`src/rtl/obi_mem_adapter_pkg.sv`:
```
// Shared types and helpers for the OBI-to-SRAM adapter.
// Latency: n/a (types and constant functions only).
// Backpressure: n/a.
//
// Holds the OBI port configuration struct, a default configuration, and
// default request/response struct types that match that configuration.
package obi_mem_adapter_pkg;

  typedef struct packed {
    int unsigned AddrWidth;
    int unsigned DataWidth;
    int unsigned IdWidth;
    bit          UseRReady;
  } obi_cfg_t;

  localparam int unsigned DefAddrWidth = 32;
  localparam int unsigned DefDataWidth = 32;
  localparam int unsigned DefIdWidth   = 4;

  localparam obi_cfg_t ObiDefaultConfig = '{
    AddrWidth: DefAddrWidth,
    DataWidth: DefDataWidth,
    IdWidth:   DefIdWidth,
    UseRReady: 1'b1
  };

  typedef struct packed {
    logic [DefAddrWidth-1:0]   addr;
    logic                      we;
    logic [DefDataWidth/8-1:0] be;
    logic [DefDataWidth-1:0]   wdata;
    logic [DefIdWidth-1:0]     aid;
  } obi_default_a_chan_t;

  typedef struct packed {
    obi_default_a_chan_t a;
    logic                req;
    logic                rready;
  } obi_default_req_t;

  typedef struct packed {
    logic [DefDataWidth-1:0] rdata;
    logic [DefIdWidth-1:0]   rid;
    logic                    err;
    logic                    r_optional;
  } obi_default_r_chan_t;

  typedef struct packed {
    obi_default_r_chan_t r;
    logic                gnt;
    logic                rvalid;
  } obi_default_rsp_t;

  // Bits needed to hold the values 0..n inclusive.
  function automatic int unsigned cnt_width(input int unsigned n);
    return (n > 1) ? $clog2(n + 1) : 1;
  endfunction

  // Bits needed to index n entries.
  function automatic int unsigned idx_width(input int unsigned n);
    return (n > 1) ? $clog2(n) : 1;
  endfunction

endpackage

```
`src/rtl/obi_mem_adapter_rsp_fifo.sv`:
```
// Registered response FIFO for the OBI memory adapter.
// Latency: 1 cycle push-to-visible at head; head is read combinationally.
// Backpressure: push ignored when full, pop ignored when empty; full/empty/usage exported.
//
// Ports: clk_i, rst_ni (sync, active-low), push_i/wdata_i, pop_i/rdata_o,
// full_o, empty_o, usage_o (entries currently stored).
module obi_mem_adapter_rsp_fifo
  import obi_mem_adapter_pkg::*;
#(
  parameter int unsigned Width = 8,
  parameter int unsigned Depth = 4,
  localparam int unsigned UsageW = cnt_width(Depth)
) (
  input  logic              clk_i,
  input  logic              rst_ni,
  input  logic              push_i,
  input  logic [Width-1:0]  wdata_i,
  input  logic              pop_i,
  output logic [Width-1:0]  rdata_o,
  output logic              full_o,
  output logic              empty_o,
  output logic [UsageW-1:0] usage_o
);

  localparam int unsigned PtrW = idx_width(Depth);

  logic [Width-1:0]  mem_q [Depth];
  logic [PtrW-1:0]   wr_ptr_q, rd_ptr_q;
  logic [UsageW-1:0] usage_q;
  logic              do_push, do_pop;

  // Pointers wrap explicitly so non-power-of-two depths work.
  function automatic logic [PtrW-1:0] ptr_inc(input logic [PtrW-1:0] p);
    return (p == PtrW'(Depth - 1)) ? '0 : p + PtrW'(1);
  endfunction

  assign full_o  = (usage_q == UsageW'(Depth));
  assign empty_o = (usage_q == '0);
  assign usage_o = usage_q;
  assign rdata_o = mem_q[rd_ptr_q];

  assign do_push = push_i & ~full_o;
  assign do_pop  = pop_i & ~empty_o;

  always_ff @(posedge clk_i) begin
    if (!rst_ni) begin
      wr_ptr_q <= '0;
      rd_ptr_q <= '0;
      usage_q  <= '0;
    end else begin
      if (do_push) wr_ptr_q <= ptr_inc(wr_ptr_q);
      if (do_pop)  rd_ptr_q <= ptr_inc(rd_ptr_q);
      if (do_push && !do_pop)      usage_q <= usage_q + UsageW'(1);
      else if (!do_push && do_pop) usage_q <= usage_q - UsageW'(1);
    end
  end

  // Storage needs no reset: an entry is only observed after it was pushed.
  always_ff @(posedge clk_i) begin
    if (do_push) mem_q[wr_ptr_q] <= wdata_i;
  end

endmodule

```
`src/rtl/obi_mem_adapter.sv`:
```
// OBI subordinate endpoint driving a fixed-latency SRAM-style macro.
// Latency: MemLatency+1 cycles from grant to rvalid; one transaction per cycle sustained.
// Backpressure: gnt drops while in-flight plus buffered responses reach NumMaxTrans; rready stalls the R FIFO.
//
// Ports: clk_i, rst_ni (sync, active-low), obi_req_i (A channel + rready),
// obi_rsp_o (gnt + R channel), mem_req_o/mem_we_o/mem_addr_o/mem_wdata_o/mem_be_o
// to the macro, mem_rdata_i valid MemLatency cycles after mem_req_o.
// Optional macro OBI_MEM_ADAPTER_PERF_EN adds perf_clr_i, perf_rd_o, perf_wr_o, perf_err_o.
module obi_mem_adapter
  import obi_mem_adapter_pkg::*;
#(
  parameter obi_cfg_t    ObiCfg       = ObiDefaultConfig,
  parameter type         obi_req_t    = obi_default_req_t,
  parameter type         obi_rsp_t    = obi_default_rsp_t,
  parameter int unsigned MemLatency   = 1,
  parameter int unsigned NumMaxTrans  = 4,
  parameter logic [31:0] MemSizeBytes = 32'h1000
) (
  input  logic                            clk_i,
  input  logic                            rst_ni,
  input  obi_req_t                        obi_req_i,
  output obi_rsp_t                        obi_rsp_o,
  output logic                            mem_req_o,
  output logic                            mem_we_o,
  output logic [ObiCfg.AddrWidth-1:0]     mem_addr_o,
  output logic [ObiCfg.DataWidth-1:0]     mem_wdata_o,
  output logic [ObiCfg.DataWidth/8-1:0]   mem_be_o,
  input  logic [ObiCfg.DataWidth-1:0]     mem_rdata_i
`ifdef OBI_MEM_ADAPTER_PERF_EN
  ,
  input  logic                            perf_clr_i,
  output logic [31:0]                     perf_rd_o,
  output logic [31:0]                     perf_wr_o,
  output logic [31:0]                     perf_err_o
`endif
);

  localparam int unsigned DW   = ObiCfg.DataWidth;
  localparam int unsigned IW   = ObiCfg.IdWidth;
  localparam int unsigned CntW = cnt_width(NumMaxTrans);

  typedef struct packed {
    logic [IW-1:0] id;
    logic          we;
    logic          err;
  } mem_adapter_meta_t;

  typedef struct packed {
    logic [DW-1:0] rdata;
    logic [IW-1:0] id;
    logic          err;
  } mem_adapter_rsp_t;

  logic                  gnt, hs, in_range, pop;
  logic [CntW-1:0]       cnt_q;
  logic [MemLatency-1:0] pipe_vld_q;
  mem_adapter_meta_t     pipe_meta_q [MemLatency];
  mem_adapter_meta_t     exit_meta;
  logic                  fifo_push, fifo_full, fifo_empty;
  logic [CntW-1:0]       fifo_usage;
  mem_adapter_rsp_t      fifo_wdata, fifo_rdata;

  // Compare at 64 bits so neither side is truncated for any address width.
  assign in_range = 64'(obi_req_i.a.addr) < 64'(MemSizeBytes);

  // Credits cover both in-flight and buffered responses, so a granted request
  // always has a FIFO slot waiting for it.
  assign gnt = (cnt_q < CntW'(NumMaxTrans));
  assign hs  = obi_req_i.req & gnt;

  assign mem_req_o   = hs & in_range;
  assign mem_we_o    = obi_req_i.a.we;
  assign mem_addr_o  = obi_req_i.a.addr;
  assign mem_wdata_o = obi_req_i.a.wdata;
  assign mem_be_o    = obi_req_i.a.be;

  // Metadata travels alongside the macro's read latency.
  always_ff @(posedge clk_i) begin
    if (!rst_ni) begin
      pipe_vld_q <= '0;
    end else begin
      pipe_vld_q[0] <= hs;
      for (int i = 1; i < MemLatency; i++) pipe_vld_q[i] <= pipe_vld_q[i-1];
    end
  end

  always_ff @(posedge clk_i) begin
    pipe_meta_q[0] <= '{id: obi_req_i.a.aid, we: obi_req_i.a.we, err: !in_range};
    for (int i = 1; i < MemLatency; i++) pipe_meta_q[i] <= pipe_meta_q[i-1];
  end

  assign exit_meta = pipe_meta_q[MemLatency-1];
  assign fifo_push = pipe_vld_q[MemLatency-1];

  // Only in-range reads return macro data; writes and errors return zero.
  always_comb begin
    fifo_wdata       = '0;
    fifo_wdata.id    = exit_meta.id;
    fifo_wdata.err   = exit_meta.err;
    fifo_wdata.rdata = (exit_meta.we || exit_meta.err) ? '0 : mem_rdata_i;
  end

  obi_mem_adapter_rsp_fifo #(
    .Width ($bits(mem_adapter_rsp_t)),
    .Depth (NumMaxTrans)
  ) i_rsp_fifo (
    .clk_i   (clk_i),
    .rst_ni  (rst_ni),
    .push_i  (fifo_push),
    .wdata_i (fifo_wdata),
    .pop_i   (pop),
    .rdata_o (fifo_rdata),
    .full_o  (fifo_full),
    .empty_o (fifo_empty),
    .usage_o (fifo_usage)
  );

  assign pop = ~fifo_empty & (obi_req_i.rready | !ObiCfg.UseRReady);

  always_ff @(posedge clk_i) begin
    if (!rst_ni) begin
      cnt_q <= '0;
    end else if (hs && !pop) begin
      cnt_q <= cnt_q + CntW'(1);
    end else if (!hs && pop) begin
      cnt_q <= cnt_q - CntW'(1);
    end
  end

  always_comb begin
    obi_rsp_o              = '0;
    obi_rsp_o.gnt          = gnt;
    obi_rsp_o.rvalid       = ~fifo_empty;
    obi_rsp_o.r.rdata      = fifo_rdata.rdata;
    obi_rsp_o.r.rid        = fifo_rdata.id;
    obi_rsp_o.r.err        = fifo_rdata.err;
    obi_rsp_o.r.r_optional = '0;
  end

  // The credit rule must make these impossible.
  a_no_overflow: assert property (@(posedge clk_i) disable iff (!rst_ni)
    !(fifo_push && fifo_full));
  a_usage_in_cnt: assert property (@(posedge clk_i) disable iff (!rst_ni)
    fifo_usage <= cnt_q);
  a_cnt_bound: assert property (@(posedge clk_i) disable iff (!rst_ni)
    cnt_q <= CntW'(NumMaxTrans));

`ifdef OBI_MEM_ADAPTER_PERF_EN
  logic [31:0] perf_rd_q, perf_wr_q, perf_err_q;

  always_ff @(posedge clk_i) begin
    if (!rst_ni || perf_clr_i) begin
      perf_rd_q  <= '0;
      perf_wr_q  <= '0;
      perf_err_q <= '0;
    end else begin
      if (mem_req_o && !obi_req_i.a.we && (perf_rd_q != '1)) perf_rd_q <= perf_rd_q + 32'd1;
      if (mem_req_o &&  obi_req_i.a.we && (perf_wr_q != '1)) perf_wr_q <= perf_wr_q + 32'd1;
      if (pop && fifo_rdata.err && (perf_err_q != '1))       perf_err_q <= perf_err_q + 32'd1;
    end
  end

  assign perf_rd_o  = perf_rd_q;
  assign perf_wr_o  = perf_wr_q;
  assign perf_err_o = perf_err_q;
`endif

endmodule
```
`config.mk`:
```
export PLATFORM = sky130hd
export DESIGN_NAME = obi_mem_adapter
export DESIGN_NICKNAME = d
export VERILOG_FILES = /design/src/rtl/obi_mem_adapter_pkg.sv /design/src/rtl/obi_mem_adapter_rsp_fifo.sv /design/src/rtl/obi_mem_adapter.sv
export SDC_FILE = /design/constraint.sdc
export NUM_CORES = 1
export LEC_CHECK = 0
export ABC_CLOCK_PERIOD_IN_PS = 2350
export BUFFER_PORTS_ARGS = -buffer_cell sky130_fd_sc_hd__buf_2
export CAP_MARGIN = 20
export CORE_MARGIN = 2
export CORE_UTILIZATION = 30
export CTS_CLUSTER_SIZE = 8
export DETAILED_ROUTE_END_ITERATION = 10
export GPL_TIMING_DRIVEN = 0
export PLACE_DENSITY = 0.61
export SLEW_MARGIN = 10
export SYNTH_ARGS = -nofsm -noshare
export SYNTH_HDL_FRONTEND = slang
export SYNTH_SLANG_ARGS = --single-unit
```
`constraint.sdc`:
```
create_clock -name clk_i -period 2.35 [get_ports clk_i]
set_clock_uncertainty 0.15 [all_clocks]
set_input_delay 0.235 -clock clk_i [delete_from_list [all_inputs] [get_ports clk_i]]
set_output_delay 0.235 -clock clk_i [all_outputs]
set_load 0.01 [all_outputs]
```
==> impl_metrics.csv, run 1 <==
group,metric,value,unit
global_route,grt_pass1_vias,4178,
cells_and_area,diodes,0,
sta,setup_viol,0,
floorplan,io-pin-count,219,
yosys,synth_edf_count,148,
floorplan,initial_utilization,0.307,
critical_path,crit_slowest_cell,"dfxtp_1",
worst_hold_path,worst_hold_path_type,"in2reg",
global_route,antenna_found_initial,0,
cells_and_area,fillers,2096,
yosys,synth_seq_cells,167,
clocking,cts_buffers,17,
power_and_ir_drop,ir_drop,0.000396,V
floorplan,dieArea,24500,um2
floorplan,die_y,157,um
yosys,synthFlopType,"edfxtp_1",
cells_and_area,final-seq-area,4830,um2
global_route,globalRouteTotalUtil,0.126,
power_and_ir_drop,p_leak,0.00349,uW
yosys,synth-simple-area-share,0.0544,
flow_run,drv_cap,0,
cells_and_area,layout-drive-gt1-share,0.533,
critical_path,cp.buffers_inverters,1,
clocking,cts_tree,"yes",
route,firstDrtPassIters,4,
route,drc,0,
sta,fin_crit,2220,ps
cells_and_area,final_nets,709,
yosys,syn_nets,502,
sta,worst_hold_slack,16.5,ps
cells_and_area,finalNonFillerCells,917,
floorplan,rows,55,
yosys,ys_top_cells_by_count,"148 x edfxtp_1, 71 x buf_4, 39 x and2_1",
sta,period_share,0.944,
critical_path,end_kind,"register",
floorplan,die_x,157,um
yosys,synth_fa_ha_area_frac,0.0183,
clocking,root_buffer,"clkbuf_16",
critical_path,r2r-start,"i_rsp_fifo.usage_o[2]",
critical_path,critPathMaxFanout,6,
sta,finalHoldViolations,0,
yosys,syn-instance-count,384,
critical_path,worstPathRequired,2540,ps
critical_path,criticalPathCategory,"reg2reg",
critical_path,cp_top_family,"adder cells",
outcome,outcome,"finished, final reports clean",
yosys,post-synth-top-count-cell,"edfxtp_1",
clocking,insertion_delay,420,ps
clocking,cts_sinks,167,
yosys,yosys-top-cells-area,"edfxtp_1 64%, mux4_2 9.7%, buf_4 7.6%",
yosys,synth_top_family_by_area,"multiplexers",
route,viasPerCell,4.27,
placement,dp_slack,-188,ps
sta,drv_slew,0,
yosys,async_flop_share,0,
route,wl_per_cell,16.5,um
power_and_ir_drop,p_per_area,889,nW/um2
route,vias,3920,
yosys,syn_area_per_cell,18.2,um2
worst_hold_path,hold_path.startpoint,"mem_rdata_i[12]",
clocking,cts-htree-levels,4,
placement,dpl.hpwl,10.7,mm
placement,port_buffers,169,
floorplan,core,22800,um2
yosys,synth_cell_types,30,
route,wl,15.1,mm
critical_path,worstPathArrival,2410,ps
global_route,grt_pass1_wl,22.5,mm
sta,slew_headroom,0.660,
sta,clock.fmax,0.451,GHz
placement,dpl.cell_count,870,
yosys,synthMuxAreaShare,0.129,
sta,fin_ws,132,ps
clocking,cts_buffer_depth,2,
yosys,ys_warn_count,0,
global_route,grt_max_degree,24,
yosys,synth-compound-area-share,0.00877,
yosys,synth_area,6990,um2
critical_path,cp-start-kind,"register",
yosys,synth_xor_area_frac,0.00501,
route,drtIter0Drc,204,
clocking,cts.clk_slew.worst_paths,70,ps
route,detail-route-antenna-nets,0,
critical_path,max_stage_delay,380,ps
yosys,yosysTopAreaCellShare,0.636,
sta,worst_pin_slew,510,ps
sta,rsz0062_at_grt,"no",
critical_path,crit_chain,"o31ai_4, ha_1, inv_1, fa_1, xor2_1, or3_1, a21boi_0",
sta,finalSetupTns,0,ps
cells_and_area,area_growth,28.9,%
critical_path,startpoint,"i_rsp_fifo.usage_o[2]",
yosys,ys_seq_area_frac,0.690,
placement,gp_congestion,0.744,
cells_and_area,multiInputGateArea,1530,um2
yosys,synth_top_area_cell,"edfxtp_1",
global_route,gr-total-overflow,0,
[worst paths after layout]
check                            endpoint  slack, ps  cells after the start
setup / recovery                 cnt_q[2]        130                      7
hold / removal    i_rsp_fifo.mem_q[2][17]         20                      2
setup reg to reg                 cnt_q[2]        130                      7
hold reg to reg    i_rsp_fifo.mem_q[1][4]        330                      0
[routing by layer]
metal / vias up / track usage / wire, um / part of all wire
met4: 0 / 0.0393 / 202 / 0.013
met5: - / 0 / 0 / 0
met3: 20 / 0.0366 / 935 / 0.062
met2: 167 / 0.237 / 8320 / 0.55
li1: 1804 / - / - / -
met1: 1929 / 0.136 / 5640 / 0.37
[cells in the final DEF (no fill, tap or decap), types with 4 or more instances in the layout]
| master | netlist | layout |
|---|---|---|
| and2_1 | 39 | 35 |
| and2_2 | 0 | 4 |
| buf_12 | 3 | 7 |
| buf_2 | 3 | 169 |
| buf_4 | 71 | 75 |
| clkbuf_1 | 4 | 5 |
| clkbuf_16 | 0 | 17 |
| dfxtp_1 | 19 | 17 |
| dlygate4sd3_1 | 0 | 12 |
| edfxtp_1 | 148 | 148 |
| ha_1 | 7 | 7 |
| inv_1 | 5 | 5 |
| inv_6 | 0 | 5 |
| mux2i_1 | 4 | 4 |
| mux4_1 | 7 | 7 |
| mux4_2 | 30 | 30 |
| nand2_1 | 6 | 6 |
| nor2_1 | 4 | 4 |
| nor4_1 | 5 | 5 |
| o21ai_0 | 4 | 4 |
[registers in the layout, indices dropped and copies added (netlist names), named ones only]
| name | count |
|---|---|
| i_rsp_fifo.usage_o | 3 |
| i_rsp_fifo.rd_ptr_q | 2 |
| pipe_meta_q | 6 |
| cnt_q | 3 |
| i_rsp_fifo.mem_q | 148 |
| fifo_push | 1 |
| i_rsp_fifo.wr_ptr_q | 2 |
[what timing repair did]
action                     4_1_cts  5_1_grt
hold endpoints to repair        23        0
setup endpoints to repair        3       10
resized for setup                3        4
pin swaps                        1        1
buffers inserted                 1        2
hold buffers                    12        0
[through the flow]
step | utilization | area (um2) | power [uW]
final | 0.395 | 9010 | 8000
after floorplan | - | 6990 | 4870
after CTS | 0.394 | 8980 | 8110
after global placement | 0.361 | 8230 | 5480
after global routing | 0.395 | 9010 | 8390
after detailed placement | 0.365 | 8310 | 5550
[final cells by class]
class / instances / area share
clock buffer: 18 / 0.0476
multi-input combinational: 129 / 0.169
timing repair buffer: 188 / 0.119
inverter: 5 / 0.00208
clock inverter: 14 / 0.0110
sequential: 167 / 0.536
buffer: 83 / 0.0718
tap: 313 / 0.0435
[power by group]
part	total (uW)	switching, uW	internal [uW]
Sequential	3530	117	3410
Clock	2500	1140	1360
Combinational	1980	925	1050
Total	8000	2180	5820
[logic make-up after synthesis]
logic type / count (synthesis)
XOR/XNOR: 4
AND/OR/NAND/NOR: 65
adder cells (fa/ha/maj): 9
multiplexers: 41
other: 1
buffers and inverters: 88
AO/OA/AOI/OAI: 9
flip-flops: 167
No activity file was read; power rests on OpenSTA's default activity.
==> inputs of run 2 (changes only) <==
- RECOVER_POWER: not set -> 50
==> run 2 against run 1 <==
Sequential share of layout area grew 0.54 points. Critical path depth is the same. Worst setup slack barely moved. Maximum frequency about the same. Final cell count stayed put. Register-to-register slack hardly changed. Largest cell class unchanged.
==> impl_metrics.csv, run 2 (synthesized netlist as in run 1, its figures left out) <==
group,metric,value,unit
outcome,outcome,"finished, final reports clean",
power_and_ir_drop,power,7990,uW
floorplan,die_y,157,um
route,drtIter0Drc,215,
floorplan,dieArea,24500,um2
sta,clock.fmax,0.451,GHz
cells_and_area,final_common_cell,"edfxtp_1",
sta,rsz0062_at_grt,"no",
route,detail-route-antenna-nets,0,
route,viasPerCell,4.28,
placement,gp_congestion,0.744,
sta,slew_headroom,0.656,
critical_path,crit_slowest_cell,"dfxtp_1",
placement,port_buffers,169,
route,highest_layer,"met4",
power_and_ir_drop,ir_drop,0.000396,V
floorplan,die_x,157,um
clocking,root_buffer,"clkbuf_16",
critical_path,crit_chain,"o31ai_4, ha_1, inv_1, fa_1, xor2_1, or3_1, a21boi_0",
flow_run,drv_cap,0,
critical_path,cp_top_family,"adder cells",
clocking,cts_sinks,167,
global_route,globalRouteTotalUtil,0.126,
critical_path,cp-start-kind,"register",
sta,worst_pin_slew,516,ps
sta,finalSetupTns,0,ps
cells_and_area,fillers,2134,
global_route,grt_pass1_wl,22.5,mm
critical_path,critPathMaxFanout,6,
route,wl,15.0,mm
cells_and_area,reg.largest.list,"i_rsp_fifo.mem_q x148, pipe_meta_q x6",
cells_and_area,area_growth,27.6,%
cells_and_area,largest_register_ffs,148,
clocking,insertion_delay,420,ps
cells_and_area,fin_area,8920,um2
critical_path,criticalPathCategory,"reg2reg",
clocking,cts-htree-levels,4,
critical_path,max_stage_delay,380,ps
floorplan,initial_utilization,0.307,
power_and_ir_drop,p_leak,0.00329,uW
cells_and_area,final-seq-area,4830,um2
floorplan,io-pin-count,219,
global_route,grt_max_degree,24,
cells_and_area,multiInputGateArea,1530,um2
critical_path,worstPathArrival,2410,ps
floorplan,core,22800,um2
sta,period_share,0.944,
route,wl_met1,5.61,mm
sta,fin_crit,2220,ps
route,wl_per_cell,16.4,um
critical_path,cp.buffers_inverters,1,
route,firstDrtPassIters,4,
global_route,gr-total-overflow,0,
placement,dpl.hpwl,10.7,mm
floorplan,rows,55,
cells_and_area,final_nets,709,
cells_and_area,diodes,0,
sta,finalHoldViolations,0,
clocking,cts.clk_slew.worst_paths,70,ps
route,routed-wl-met2,8.32,mm
power_and_ir_drop,p_per_area,896,nW/um2
global_route,grt_pass1_vias,4178,
route,vias,3923,
worst_hold_path,worst_hold_path_type,"in2reg",
clocking,cts_buffers,17,
route,drc,0,
sta,worst_hold_slack,16.6,ps
critical_path,end_kind,"register",
sta,setup_viol,0,
route,route.met3.wl,897,um
global_route,antenna_found_initial,0,
clocking,cts_buffer_depth,2,
cells_and_area,layout_common_cells,"148 x edfxtp_1, 97 x buf_2, 77 x clkbuf_1",
cells_and_area,layout-drive-gt1-share,0.414,
placement,place_area,8310,um2
cells_and_area,regMostFlops,"i_rsp_fifo.mem_q",
sta,drv_slew,0,
critical_path,worstPathRequired,2540,ps
clocking,cts_tree,"yes",
==> run 2: cell types whose count changed in the layout (fill, tap and decap cells not counted), sizes merged <==
cell    change
clkbuf     +72
buf        -72
==> run 2: final timing paths <==
| check | slack, ps | start | endpoint | cells past startpoint |
|---|---|---|---|---|
| worst min register to register | 330 | pipe_meta_q[0][5] | i_rsp_fifo.mem_q[1][4] | 0 |
| worst max-delay path | 130 | i_rsp_fifo.usage_o[2] | cnt_q[2] | 7 |
| worst max register to register | 130 | i_rsp_fifo.usage_o[2] | cnt_q[2] | 7 |
| worst min-delay path | 20 | mem_rdata_i[12] | i_rsp_fifo.mem_q[2][17] | 2 |
==> run 2: area by class of cell <==
class,instances,area share
Multi-Input combinational cell,129,0.171
Timing Repair Buffer,188,0.110
Sequential cell,167,0.541
Clock buffer,18,0.0481
Inverter,5,0.00210
Clock inverter,14,0.0111
Buffer,83,0.0725
Tap cell,313,0.0439
==> run 2: where the power goes <==
part	internal, uW	switching [uW]	total (uW)
registers	3410	117	3530
logic	1030	927	1960
clock network	1360	1140	2500
total	5800	2190	7990
==> run 2: worst register-to-register path, cell delays in order (launching register included) <==
cell and delay (ps):
dfxtp_1 380, o31ai_4 300, ha_1 220, inv_1 60, fa_1 370, xor2_1 150
or3_1 310, a21boi_0 190
==> run 2: timing repair <==
item                                   4_1_cts  5_1_grt
pin swaps                                    1        1
buffers inserted                             1        2
resized for setup                            3        4
hold buffers                                12        0
endpoints found under the hold margin       23        0
setup endpoints to repair                    3       10
==> run 2: through the flow <==
step / utilization / instances / setup slack [ps]
floorplan: - / 384 / 86.3
global placement: 0.361 / 866 / -795
detailed placement: 0.365 / 870 / -188
CTS: 0.394 / 915 / 0.787
global route: 0.391 / 917 / 0.516
finish: 0.391 / 917 / 132
==> run 2: per-layer routing <==
| layer | track usage | vias up |
|---|---|---|
| met1 | 0.136 | 1933 |
| li1 | - | 1804 |
| met4 | 0.0393 | 0 |
| met5 | 0 | - |
| met3 | 0.0366 | 20 |
| met2 | 0.237 | 166 |
==> inputs of run 3 (changes only) <==
- CELL_PAD_IN_SITES_DETAIL_PLACEMENT: not set -> 1
- CELL_PAD_IN_SITES_GLOBAL_PLACEMENT: not set -> 2
- PLACE_DENSITY: 0.61 -> 0.79
==> run 3 against run 2 <==
Core utilization is 0.41 points higher. Register-to-register slack worse by 130 ps. Critical path depth stayed put. Largest power group unchanged. Final cell count is 0.11% lower. Clock power is 16% higher.
==> impl_metrics.csv, run 3 (synthesized netlist as in run 1, its figures left out) <==
group,metric,value,unit
sta,worst_pin_slew,554,ps
global_route,gr-total-overflow,0,
critical_path,worstPathRequired,2540,ps
worst_hold_path,worst_hold_path_type,"in2reg",
floorplan,dieArea,24500,um2
cells_and_area,reg.largest.list,"i_rsp_fifo.mem_q x148, pipe_meta_q x6",
global_route,grt_max_degree,25,
critical_path,reg2reg_setup_slack,3,ps
clocking,cts-htree-levels,4,
cells_and_area,layout-drive-gt1-share,0.415,
route,wl_met1,6.15,mm
critical_path,criticalPathCategory,"reg2reg",
cells_and_area,diodes,0,
floorplan,die_y,157,um
floorplan,rows,55,
critical_path,cp_top_family,"adder cells",
route,viasPerCell,4.35,
cells_and_area,final_nets,709,
power_and_ir_drop,p_leak,0.00330,uW
placement,dp_slack,-209,ps
sta,clock.fmax,0.426,GHz
global_route,globalRouteTotalUtil,0.134,
critical_path,end_kind,"register",
floorplan,initial_utilization,0.307,
placement,dpl.hpwl,11.1,mm
route,detail-route-antenna-nets,0,
sta,slew_headroom,0.631,
critical_path,max_stage_delay,380,ps
cells_and_area,final_common_cell,"edfxtp_1",
clocking,cts_tree,"yes",
cells_and_area,layout_common_cells,"148 x edfxtp_1, 96 x buf_2, 78 x clkbuf_1",
outcome,outcome,"finished, final reports clean",
cells_and_area,regMostFlops,"i_rsp_fifo.mem_q",
sta,setup_viol,0,
route,route.met3.wl,830,um
power_and_ir_drop,p_clk_frac,0.345,
route,routed-wl-met2,8.60,mm
cells_and_area,finalNonFillerCells,916,
floorplan,core,22800,um2
route,wl,15.8,mm
placement,dpl.cell_count,870,
sta,drv_slew,0,
placement,place_area,8310,um2
cells_and_area,largest_register_ffs,148,
critical_path,path_depth,7,
global_route,antenna_found_initial,0,
route,drtIter0Drc,140,
sta,finalSetupTns,0,ps
global_route,grt_pass1_wl,24.3,mm
worst_hold_path,hold_depth,2,
sta,fin_ws,3.42,ps
power_and_ir_drop,power_switching,2250,uW
critical_path,cp-start-kind,"register",
critical_path,r2r_cells,7,
route,firstDrtPassIters,4,
clocking,cts_buffers,17,
floorplan,io-pin-count,219,
power_and_ir_drop,ir_drop,0.000397,V
power_and_ir_drop,combPwrFrac,0.234,
route,vias,3981,
placement,gp_congestion,0.811,
power_and_ir_drop,switching_share,0.269,
power_and_ir_drop,p_per_area,931,nW/um2
critical_path,critPathMaxFanout,6,
critical_path,crit_slowest_cell,"dfxtp_1",
route,highest_layer,"met4",
clocking,cts_buffer_depth,2,
cells_and_area,area_growth,28.9,%
clocking,cts_sinks,167,
power_and_ir_drop,internal_power,6140,uW
sta,finalHoldViolations,0,
flow_run,drv_cap,0,
critical_path,cp.buffers_inverters,1,
route,drc,0,
placement,port_buffers,169,
critical_path,crit_chain,"o31ai_1, ha_2, inv_1, fa_1, xor2_1, or3_1, a21boi_0",
sta,fin_crit,2350,ps
cells_and_area,fin_area,9010,um2
clocking,cts.clk_slew.worst_paths,70,ps
route,wl_per_cell,17.2,um
global_route,grt_pass1_vias,4549,
clocking,root_buffer,"clkbuf_16",
power_and_ir_drop,p_seq_frac,0.421,
cells_and_area,fillers,2369,
floorplan,die_x,157,um
sta,period_share,0.999,
critical_path,worstPathArrival,2540,ps
clocking,insertion_delay,420,ps
run 3: layer usage:
metal / vias up / GRT usage
met4: 0 / 0.0459
met2: 164 / 0.246
met5: - / 0
met1: 1997 / 0.149
met3: 18 / 0.0374
li1: 1802 / -
run 3: stage by stage:
step / hold slack, ps / util / power [uW]
2_1_floorplan: 113 / - / 4870
3_5_place_dp: 192 / 0.365 / 5560
5_1_grt: 20.4 / 0.396 / 8800
3_3_place_gp: 192 / 0.361 / 5470
4_1_cts: 5.72 / 0.399 / 8510
6_report: 23.2 / 0.396 / 8390
run 3: cell type report:
type | count | area [um2] | share of cell area
clock inverter | 14 | 190 | 0.0211
inverter | 5 | 18.8 | 0.00208
timing repair buffer | 188 | 978 | 0.109
multi-input combinational | 129 | 1530 | 0.170
clock buffer | 17 | 425 | 0.0472
buffer | 83 | 647 | 0.0718
tap | 313 | 392 | 0.0435
sequential | 167 | 4830 | 0.536
run 3: path summary, 6_finish.rpt:
kind / startpoint / to
worst min-delay path: mem_rdata_i[15] / i_rsp_fifo.mem_q[2][20]
worst max register to register: i_rsp_fifo.usage_o[2] / i_rsp_fifo.usage_o[2]
worst min register to register: pipe_meta_q[0][2] / i_rsp_fifo.mem_q[0][1]
worst max-delay path: i_rsp_fifo.usage_o[2] / i_rsp_fifo.usage_o[2]
run 3: worst register-to-register path: stages, from the launching register on:
cell and delay [ps]:
dfxtp_1 380, o31ai_1 380, ha_2 260, inv_1 50
fa_1 370, xor2_1 160, or3_1 320, a21boi_0 190
run 3: power by group through the flow:
stage	Clock [uW]	Combinational, uW	Sequential, uW
2_1_floorplan	0	1320	3550
6_report	2900	1960	3530
5_1_grt	3080	2160	3560
3_3_place_gp	0	1900	3570
4_1_cts	2970	2020	3530
3_5_place_dp	0	1980	3580
run 3: repair_timing:
item | CTS | global route
hold buffers | 13 | 0
hold endpoints to repair | 18 | 0
resized for setup | 2 | 8
pin swaps | 1 | 1
setup buffers | 1 | 1
setup endpoints to repair | 2 | 53
